<file path="src/rtl/stc_pkg.sv">
// Shared types for the D-buffer writeback stage: FSM states, row geometry and
// the FIFO entry layout (row data, byte address, last-row flag).
package stc_pkg;

   localparam int unsigned STC_DW_MEM    = 256;
   localparam int unsigned STC_DW_ADDR   = 32;
   localparam int unsigned STC_ROW_BYTES = STC_DW_MEM / 8;

   typedef enum logic [1:0] {
      StIdle,
      StDrain,
      StFlush,
      StDone
   } stc_state_e;

   typedef struct packed {
      logic [STC_DW_MEM-1:0]  data;
      logic [STC_DW_ADDR-1:0] addr;
      logic                   last;
   } stc_entry_t;

endpackage

</file>
<file path="src/rtl/stc_fifo2.sv">
// Two-entry register FIFO. slot0 is always the head, so the read data is a
// plain register output and stays stable until popped.
module stc_fifo2 #(
   parameter int unsigned W = 8
) (
   input  logic         clk,
   input  logic         reset,
   input  logic         push_i,
   input  logic [W-1:0] wdata_i,
   input  logic         pop_i,
   output logic [W-1:0] rdata_o,
   output logic [1:0]   count_o
);

   logic [W-1:0] slot0_q, slot0_d;
   logic [W-1:0] slot1_q, slot1_d;
   logic [1:0]   count_q, count_d;
   logic         do_pop, do_push;

   // Next-state: apply the pop first, then place the push behind whatever remains.
   always_comb begin
      do_pop  = pop_i && (count_q != 2'd0);
      do_push = push_i && ((count_q != 2'd2) || do_pop);
      slot0_d = slot0_q;
      slot1_d = slot1_q;
      count_d = count_q;
      if (do_pop) begin
         slot0_d = slot1_q;
         count_d = count_q - 2'd1;
      end
      if (do_push) begin
         if (count_d == 2'd0) begin
            slot0_d = wdata_i;
         end else begin
            slot1_d = wdata_i;
         end
         count_d = count_d + 2'd1;
      end
   end

   // Storage and occupancy registers with synchronous reset.
   always_ff @(posedge clk) begin
      if (reset) begin
         slot0_q <= '0;
         slot1_q <= '0;
         count_q <= 2'd0;
      end else begin
         slot0_q <= slot0_d;
         slot1_q <= slot1_d;
         count_q <= count_d;
      end
   end

   assign rdata_o = slot0_q;
   assign count_o = count_q;

endmodule

</file>
<file path="src/rtl/stc_dwriteback.sv">
// Drain/writeback stage behind stc_Dbuffer: walks the column index, queues each
// row in a 2-entry FIFO and streams rows to memory over valid/ready with
// incrementing byte addresses.
// Optional feature: define STC_WB_RELU_EN to clamp negative signed elements to
// zero as rows enter the FIFO.
module stc_dwriteback
   import stc_pkg::*;
#(
   parameter int unsigned M       = 16,
   parameter int unsigned N       = 16,
   parameter int unsigned DW_DATA = 16,
   parameter int unsigned DW_COL  = 4,
   parameter int unsigned DW_MEM  = 256,
   parameter int unsigned DW_ADDR = 32
) (
   input  logic                   clk,
   input  logic                   reset,
   input  logic                   start,
   input  logic [DW_ADDR-1:0]     base_addr,
   output logic [DW_COL-1:0]      col,
   input  logic [N*DW_DATA-1:0]   D_row_out,
   output logic                   mem_valid,
   input  logic                   mem_ready,
   output logic [DW_ADDR-1:0]     mem_addr,
   output logic [DW_MEM-1:0]      mem_data,
   output logic                   mem_last,
   output logic                   busy,
   output logic                   done
);

   if (DW_MEM != N * DW_DATA) begin : g_bad_mem_width
      $error("stc_dwriteback: DW_MEM must equal N*DW_DATA");
   end
   if ((2 ** DW_COL) < M) begin : g_bad_col_width
      $error("stc_dwriteback: DW_COL too narrow for M columns");
   end
   // The FIFO entry layout is fixed by stc_pkg.
   if ((DW_MEM != STC_DW_MEM) || (DW_ADDR != STC_DW_ADDR)) begin : g_bad_entry_geom
      $error("stc_dwriteback: DW_MEM/DW_ADDR must match stc_pkg entry geometry");
   end

   localparam logic [DW_COL-1:0]  LastCol  = DW_COL'(M - 1);
   localparam logic [DW_ADDR-1:0] RowBytes = DW_ADDR'(STC_ROW_BYTES);

   stc_state_e         state_q, state_d;
   logic [DW_COL-1:0]  rd_ptr_q, rd_ptr_d;
   logic [DW_ADDR-1:0] addr_q, addr_d;
   logic               push, pop;
   logic [1:0]         fifo_count;
   logic [DW_MEM-1:0]  row_data;
   stc_entry_t         wr_entry, rd_entry;

   // Row conditioning at push time (pass-through unless ReLU is built in).
   always_comb begin
      row_data = D_row_out;
`ifdef STC_WB_RELU_EN
      for (int j = 0; j < N; j++) begin
         if (D_row_out[j*DW_DATA + DW_DATA - 1]) begin
            row_data[j*DW_DATA +: DW_DATA] = '0;
         end
      end
`endif
   end

   // FSM next-state, column walk and address stepping.
   always_comb begin
      state_d  = state_q;
      rd_ptr_d = rd_ptr_q;
      addr_d   = addr_q;
      push     = 1'b0;
      unique case (state_q)
         StIdle: begin
            if (start) begin
               state_d  = StDrain;
               rd_ptr_d = '0;
               addr_d   = base_addr;
            end
         end
         StDrain: begin
            // A full FIFO stalls the walk; col holds at rd_ptr.
            if (fifo_count != 2'd2) begin
               push     = 1'b1;
               rd_ptr_d = rd_ptr_q + 1'b1;
               addr_d   = addr_q + RowBytes;
               if (rd_ptr_q == LastCol) begin
                  state_d = StFlush;
               end
            end
         end
         StFlush: begin
            if ((fifo_count == 2'd0) || ((fifo_count == 2'd1) && pop)) begin
               state_d = StDone;
            end
         end
         StDone: begin
            state_d = StIdle;
         end
         default: begin
            state_d = StIdle;
         end
      endcase
   end

   // FSM, column pointer and address registers with synchronous reset.
   always_ff @(posedge clk) begin
      if (reset) begin
         state_q  <= StIdle;
         rd_ptr_q <= '0;
         addr_q   <= '0;
      end else begin
         state_q  <= state_d;
         rd_ptr_q <= rd_ptr_d;
         addr_q   <= addr_d;
      end
   end

   assign wr_entry.data = row_data;
   assign wr_entry.addr = addr_q;
   assign wr_entry.last = (rd_ptr_q == LastCol);

   stc_fifo2 #(
      .W($bits(stc_entry_t))
   ) u_fifo (
      .clk     (clk),
      .reset   (reset),
      .push_i  (push),
      .wdata_i (wr_entry),
      .pop_i   (pop),
      .rdata_o (rd_entry),
      .count_o (fifo_count)
   );

   assign mem_valid = (fifo_count != 2'd0);
   assign pop       = mem_valid && mem_ready;
   assign mem_addr  = rd_entry.addr;
   assign mem_data  = rd_entry.data;
   assign mem_last  = rd_entry.last;
   assign col       = (state_q == StDrain) ? rd_ptr_q : '0;
   assign busy      = (state_q != StIdle);
   assign done      = (state_q == StDone);

endmodule

</file>
<file path="config.mk">
export PLATFORM = sky130hd
export DESIGN_NAME = stc_dwriteback
export DESIGN_NICKNAME = d
export VERILOG_FILES = /design/src/rtl/stc_pkg.sv /design/src/rtl/stc_fifo2.sv /design/src/rtl/stc_dwriteback.sv
export SDC_FILE = /design/constraint.sdc
export NUM_CORES = 1
export LEC_CHECK = 0
export ABC_CLOCK_PERIOD_IN_PS = 4000
export BUFFER_PORTS_ARGS = -buffer_cell sky130_fd_sc_hd__buf_4
export CORE_ASPECT_RATIO = 0.8
export CORE_MARGIN = 5
export CORE_UTILIZATION = 42
export DETAILED_ROUTE_END_ITERATION = 7
export HOLD_SLACK_MARGIN = 0.05
export MAX_ROUTING_LAYER = met4
export PLACE_DENSITY = 0.72
export SYNTH_ARGS = -nofsm -noshare
export SYNTH_HDL_FRONTEND = slang
export SYNTH_SLANG_ARGS = --single-unit
</file>
<file path="constraint.sdc">
create_clock -name clk -period 4 [get_ports clk]
set_clock_uncertainty 0.05 [all_clocks]
set_input_delay 0.8 -clock clk [delete_from_list [all_inputs] [get_ports clk]]
set_output_delay 0.8 -clock clk [all_outputs]
set_load 0.02 [all_outputs]
</file>
==> reports/qor.yml, run 1 <==
grt_setup_unrepaired: "no"
relSlewSlack_pct: 36.1
met2_usage_pct: 35.3
synth_ff_type: "dfxtp_1"
max_freq_mhz: 345
numCtsBuffers: 59
finalPower_mw: 25.3
cts_root_buf: "clkbuf_16"
ys_seq_area_share_pct: 50.1
internal_power_mw: 15.1
use_met1_pct: 31.8
fin_crit_ns: 2.90
p_comb_share_pct: 39.5
cts_tree: "yes"
crit_cells: 9
syn_nets: 3512
synth_area_per_cell_um2: 7.70
cts_hold_buf: 0
cp.arrival_ns: 3.37
yosysWarnings: 0
whs_ns: 0.395
cts_setup_buffers: 0
cts_buffer_depth: 3
ant_nets: 0
wirelength_um: 78800
io_buffers: 587
wl_per_cell_um: 17.8
r2r_end: "u_fifo.slot1_q[20]"
critical_path_class: "register to register"
cts_sinks: 618
switching_share_pct: 40.3
die_area_um2: 63800
min_from: "D_row_out[243]"
whs_path_depth: 3
cpMaxStageDelayCell: "or2_4"
setup_violations: 0
tns_ns: 0
synth_area_um2: 24700
final_layout_size_suffix_gt1_share_pct: 20.2
ir_worst_vdd_uv: 534
globalRouteMet3Util_pct: 5.81
maxCapViolCount: 0
vias: 24000
outcome: "complete, no violations"
htree_levels: 2
start_util_pct: 42.5
place.gp.congestion: 0.844
power.switching_mw: 10.2
fin_area_um2: 31500
synth_common_cells: "nand2_1 (1175), dfxtp_1 (618), a21oi_1 (319)"
powerDensity_nw_per_um2: 803
hold_class: "input port to register"
crit_chain: "inv_1 -> ha_1 -> nand2b_4 -> a21oi_1 -> ha_1 -> or2_4 -> buf_12 -> nand2_1 -> a21oi_1"
clock_latency_ns: 0.60
synth_most_common_cell: "nand2_1"
synth_top_area_share_pct: 50.1
dieWidth_um: 281
antenna_found_initial: 3
fillers: 5349
r2r_cells: 9
hold_end: "u_fifo.slot1_q[276]"
nets: 3913
synth_top_area_cell: "dfxtp_1"
postLayoutCoreUtil_pct: 54.1
reg2reg_slack_ns: 1.10
p_leak_nw: 11.9
startpoint_type: "register"
crit_fanout: 122
drc: 0
path_buf_inv: 2
grt_overflow: 0
busiest_layer: "met2"
grt_max_degree: 185
viasPerCell: 5.41
grt_pass1_vias: 21600
synthTopCellsByArea: "dfxtp_1 (50%), nand2_1 (18%), a311oi_1 (10%)"
hold_viol_final: 0
coreArea_um2: 58200
drv_slew: 0
area_growth_pct: 27.5
crit_path_start: "u_fifo.count_o[0]"
cp_top_family: "simple AND/OR/NAND/NOR gates"
final.period_utilization_pct: 72.5
synth-edff-count: 0
first_pass_iters: 6
pwr-share-seq_pct: 36.9
dp_hpwl_um: 50800
required_ns: 4.48
track_usage_pct: 23.4
syn-instance-count: 3209
place_area_um2: 29400
chipHeight_um: 227
worstMarginPinSlew_ns: 0.958
dr.first_iter.drc_count: 2361
grt_pass1_wl_um: 120000
cpPeakStageDelay_ns: 0.43
fp-row-count: 79
worstReg2RegStart: "u_fifo.count_o[0]"
endpoint_kind: "register"
ys_types: 54
postCtsResizedCells: 0
ios: 588
synthArstFlopShare_pct: 0
p_clk_share_pct: 23.6
clk_pin_slew_worst_paths_ns: 0.07
ys_ff_latch: 618
placed cells by master (no fill, tap or decap), types with 11 or more instances in the layout:
| cell type | instances |
|---|---|
| nand3_1 | 16 |
| and3_1 | 11 |
| nand4_1 | 13 |
| inv_1 | 11 |
| buf_12 | 12 |
| nor3_1 | 11 |
| clkbuf_16 | 61 |
| buf_4 | 613 |
| nor2_1 | 312 |
| a311oi_1 | 289 |
| o21ai_0 | 12 |
| nand2_1 | 1175 |
| a21oi_1 | 319 |
| dfxtp_1 | 618 |
| clkbuf_8 | 16 |
| clkinv_2 | 12 |
final cells by class:
type                    count  area, um^2  share of cell area [%]
multi-input cells        2293       11200                    35.5
well taps                 769         962                    3.05
clock buffers              84        1770                    5.62
clock inverters            25         318                    1.01
flip-flops and latches    618       12400                    39.2
diodes                      4        10.0                  0.0318
repair buffers            626        4860                    15.4
inverters                  12        45.0                   0.143
tightest hold or removal path, stage by stage:
cell     delay, ns
buf_4         0.11
nand2_1       0.05
a21oi_1       0.05
sequential cells by signal, indices dropped and copies added (netlist names):
register        flops
addr_q             32
rd_ptr_q            4
state_q             2
u_fifo.count_o      2
u_fifo.rdata_o    289
u_fifo.slot1_q    289
per-layer routing:
metal  part of all wire (%)  wire, um
met3                    8.9      7010
met2                     45     35600
met1                     43     34200
met4                    2.6      2040
met5                      0         0
through the flow:
step | std cells | setup slack, ns
floorplan | 3209 | 1.00
global route | 4430 | 0.811
CTS | 4427 | 1.11
global placement | 4318 | 1.01
detailed placement | 4318 | 0.950
finish | 4431 | 1.10
power by group through the flow:
stage	clock network [mW]	logic, mW	registers [mW]
floorplan	0	4.91	10.5
global placement	0	9.89	9.40
detailed placement	0	10.0	9.40
CTS	6.08	10.0	9.32
global route	6.33	10.9	9.56
finish	5.97	9.98	9.34
worst max-delay path by stage:
stage          slack [ns]                  end
4_1_cts              1.11   u_fifo.slot1_q[20]
6_report             1.10   u_fifo.slot1_q[20]
2_1_floorplan        1.00  u_fifo.rdata_o[278]
5_1_grt              0.81  u_fifo.rdata_o[192]
3_3_place_gp         1.01   u_fifo.slot1_q[79]
3_5_place_dp         0.95  u_fifo.rdata_o[112]
logic make-up (layout without fill, tap and decap cells):
kind of cell	Yosys count	count (layout)	synth area share, %
xor+xnor	4	4	0.142
flops	618	618	50.1
buf+inv	298	747	4.80
fa+ha+maj	11	11	0.557
other cells	0	4	0
compound gates	668	668	18.4
simple gates	1604	1604	25.7
mux	6	6	0.248
Note: power is estimated with default switching activity, not from simulation.
==> run 2: changes to the inputs <==
--- a/config.mk
+++ b/config.mk
@@ -5,7 +5,7 @@
 export SDC_FILE = /design/constraint.sdc
 export NUM_CORES = 1
 export LEC_CHECK = 0
-export ABC_CLOCK_PERIOD_IN_PS = 4000
+export ABC_CLOCK_PERIOD_IN_PS = 2400
 export BUFFER_PORTS_ARGS = -buffer_cell sky130_fd_sc_hd__buf_4
 export CORE_ASPECT_RATIO = 0.8
 export CORE_MARGIN = 5
@@ -13,7 +13,7 @@
 export DETAILED_ROUTE_END_ITERATION = 7
 export HOLD_SLACK_MARGIN = 0.05
 export MAX_ROUTING_LAYER = met4
-export PLACE_DENSITY = 0.72
+export PLACE_DENSITY = 0.74
 export SYNTH_ARGS = -nofsm -noshare
 export SYNTH_HDL_FRONTEND = slang
 export SYNTH_SLANG_ARGS = --single-unit
==> constraint.sdc (replaced) <==
create_clock -name clk -period 2.4 [get_ports clk]
set_clock_uncertainty 0.05 [all_clocks]
set_input_delay 0.48 -clock clk [delete_from_list [all_inputs] [get_ports clk]]
set_output_delay 0.48 -clock clk [all_outputs]
set_load 0.02 [all_outputs]
==> run 2 against run 1 <==
  * Utilization rose by 4.5 points
  * Non-clock buffer count up 208
  * Wire length rose by 4.8%
  * Power rose by 77%
  * Cell area is 8.3% higher
  * Final cell count up 4.6%
  * Critical path depth is 3 higher
  * Sequential power is 67% higher
  * Clock power up 65%
  * Maximum frequency grew 25%
  * First-iteration DRC count decreased by 0.80%
  * Die area is the same
  * Largest cell class unchanged
==> reports/qor.yml, run 2 (synthesized netlist as in run 1, its figures left out) <==
cp.arrival_ns: 2.76
worstMarginPinSlew_ns: 0.789
grt_pass1_wl_um: 126000
fillers: 4952
r2r_cells: 12
grt_pass1_vias: 23100
wl_met1_um: 34800
crit_chain: "inv_2 -> ha_4 -> buf_4 -> nor2b_4 -> xnor2_2 -> ha_2 -> nand3b_1 -> buf_6 -> buf_12 -> buf_16 -> nor2_1 -> a311oi_1"
min_from: "D_row_out[236]"
internal_power_mw: 27.0
p_comb_share_pct: 43.1
grt_overflow: 0
setup_violations: 0
multi_input_area_um2: 11400
outcome: "complete, no violations"
top_layer: "met4"
wl_met2_um: 39300
dieWidth_um: 281
layout_commonest_cell: "nand2_1"
fp-row-count: 79
critical_path_class: "register to register"
relSlewSlack_pct: 47.4
pwr-share-seq_pct: 34.9
whs_path_depth: 3
p_clk_share_pct: 22.0
dr.first_iter.drc_count: 2342
dp_hpwl_um: 52800
crit_fanout: 39
ios: 588
fin_crit_ns: 2.32
io_buffers: 587
htree_levels: 2
endpoint_kind: "register"
area_growth_pct: 38.2
cts_buffer_depth: 3
dp_slack_ns: -0.0294
finalNonFillerCells: 4637
start_util_pct: 42.5
cts_tree: "yes"
drc: 0
place.gp.congestion: 0.854
worstReg2RegStart: "u_fifo.count_o[0]"
drv_slew: 0
hold_class: "input port to register"
vias: 25200
chipHeight_um: 227
regArea_um2: 12400
final.period_utilization_pct: 96.6
coreArea_um2: 58200
p_leak_nw: 13.1
cts_sinks: 618
required_ns: 2.84
postLayoutCoreUtil_pct: 58.7
track_usage_pct: 24.4
path_buf_inv: 5
hold_viol_final: 0
power.switching_mw: 17.8
ant_nets: 0
routed-wl-met3_um: 6590
worst_slack_ns: 0.0826
cp_top_family: "buffers and inverters"
cpMaxStageDelayCell: "dfxtp_2"
antenna_found_initial: 0
numCtsBuffers: 59
mostFrequentLayoutCells: "nand2_1 (1175), buf_4 (655), dfxtp_1 (615), a21oi_1 (318), nor2_1 (303)"
whs_ns: 0.0851
wirelength_um: 82600
first_pass_iters: 6
wl_per_cell_um: 17.8
powerDensity_nw_per_um2: 1310
dp_cells: 4392
nets: 4121
crit_cells: 12
cpPeakStageDelay_ns: 0.33
switching_share_pct: 39.7
crit_path_start: "u_fifo.count_o[0]"
startpoint_type: "register"
cts_root_buf: "clkbuf_16"
max_freq_mhz: 432
clk_pin_slew_worst_paths_ns: 0.06
final_layout_size_suffix_gt1_share_pct: 22.3
die_area_um2: 63800
maxCapViolCount: 0
ir_worst_vdd_uv: 1180
clock_latency_ns: 0.60
grt_max_degree: 148
viasPerCell: 5.43
finalPower_mw: 44.8
run 2: cell types whose count changed in the layout (fill, tap and decap cells not counted), sizes merged:
cell,previous run,this run
clkinvlp,4,3
dlygate4sd3,0,120
buf,626,707
bufinv,7,6
clkinv,12,11
diode,4,1
clkbuf,84,95
run 2: through the flow:
| step | cell area [um^2] | TNS, ns |
|---|---|---|
| 4_1_cts | 33800 | 0 |
| 2_1_floorplan | 24900 | -0.105 |
| 5_1_grt | 34100 | -0.0475 |
| 3_5_place_dp | 30300 | -0.0321 |
| 6_report | 34100 | 0 |
| 3_3_place_gp | 30300 | 0 |
run 2: worst reg2reg max path, cell delays in order, from the launching register on:
cell and delay (ns):
dfxtp_2 0.33, inv_2 0.05, ha_4 0.16, buf_4 0.13, nor2b_4 0.13, xnor2_2 0.09, ha_2 0.20, nand3b_1 0.13
buf_6 0.18, buf_12 0.19, buf_16 0.25, nor2_1 0.06, a311oi_1 0.27
run 2: repair_timing:
item,CTS,global route
setup buffers,5,1
pin swaps,0,16
setup endpoints to repair,11,370
hold endpoints to repair,120,0
gates cloned,3,7
hold buffers,120,0
resized for setup,1,57
run 2: area by class of cell:
type,count,share of cell area (%)
sequential,618,36.2
tap,769,2.82
inverter,12,0.132
multi-input combinational,2293,33.3
clock inverter,22,0.850
clock buffer,88,5.23
antenna,1,0.00733
timing repair buffer,834,21.4
run 2: final timing paths:
kind                              end  slack, ns
setup / recovery  u_fifo.rdata_o[175]       0.08
hold / removal    u_fifo.slot1_q[269]       0.09
setup reg to reg  u_fifo.rdata_o[175]       0.08
hold reg to reg    u_fifo.slot1_q[95]       0.40
run 2: routing by layer:
layer / vias up / track usage (%)
li1: 12100 / -
met1: 11900 / 32.6
met2: 1042 / 39.0
met3: 134 / 4.21
met4: 0 / 5.75
met5: - / -
run 2: power by group through the flow:
| stage | clock network [mW] | logic [mW] | registers (mW) |
|---|---|---|---|
| detailed placement | 0 | 18.0 | 15.7 |
| global route | 10.5 | 20.8 | 16.0 |
| CTS | 10.0 | 18.6 | 15.5 |
| global placement | 0 | 17.7 | 15.7 |
| finish | 9.86 | 19.3 | 15.6 |
| floorplan | 0 | 8.49 | 17.4 |
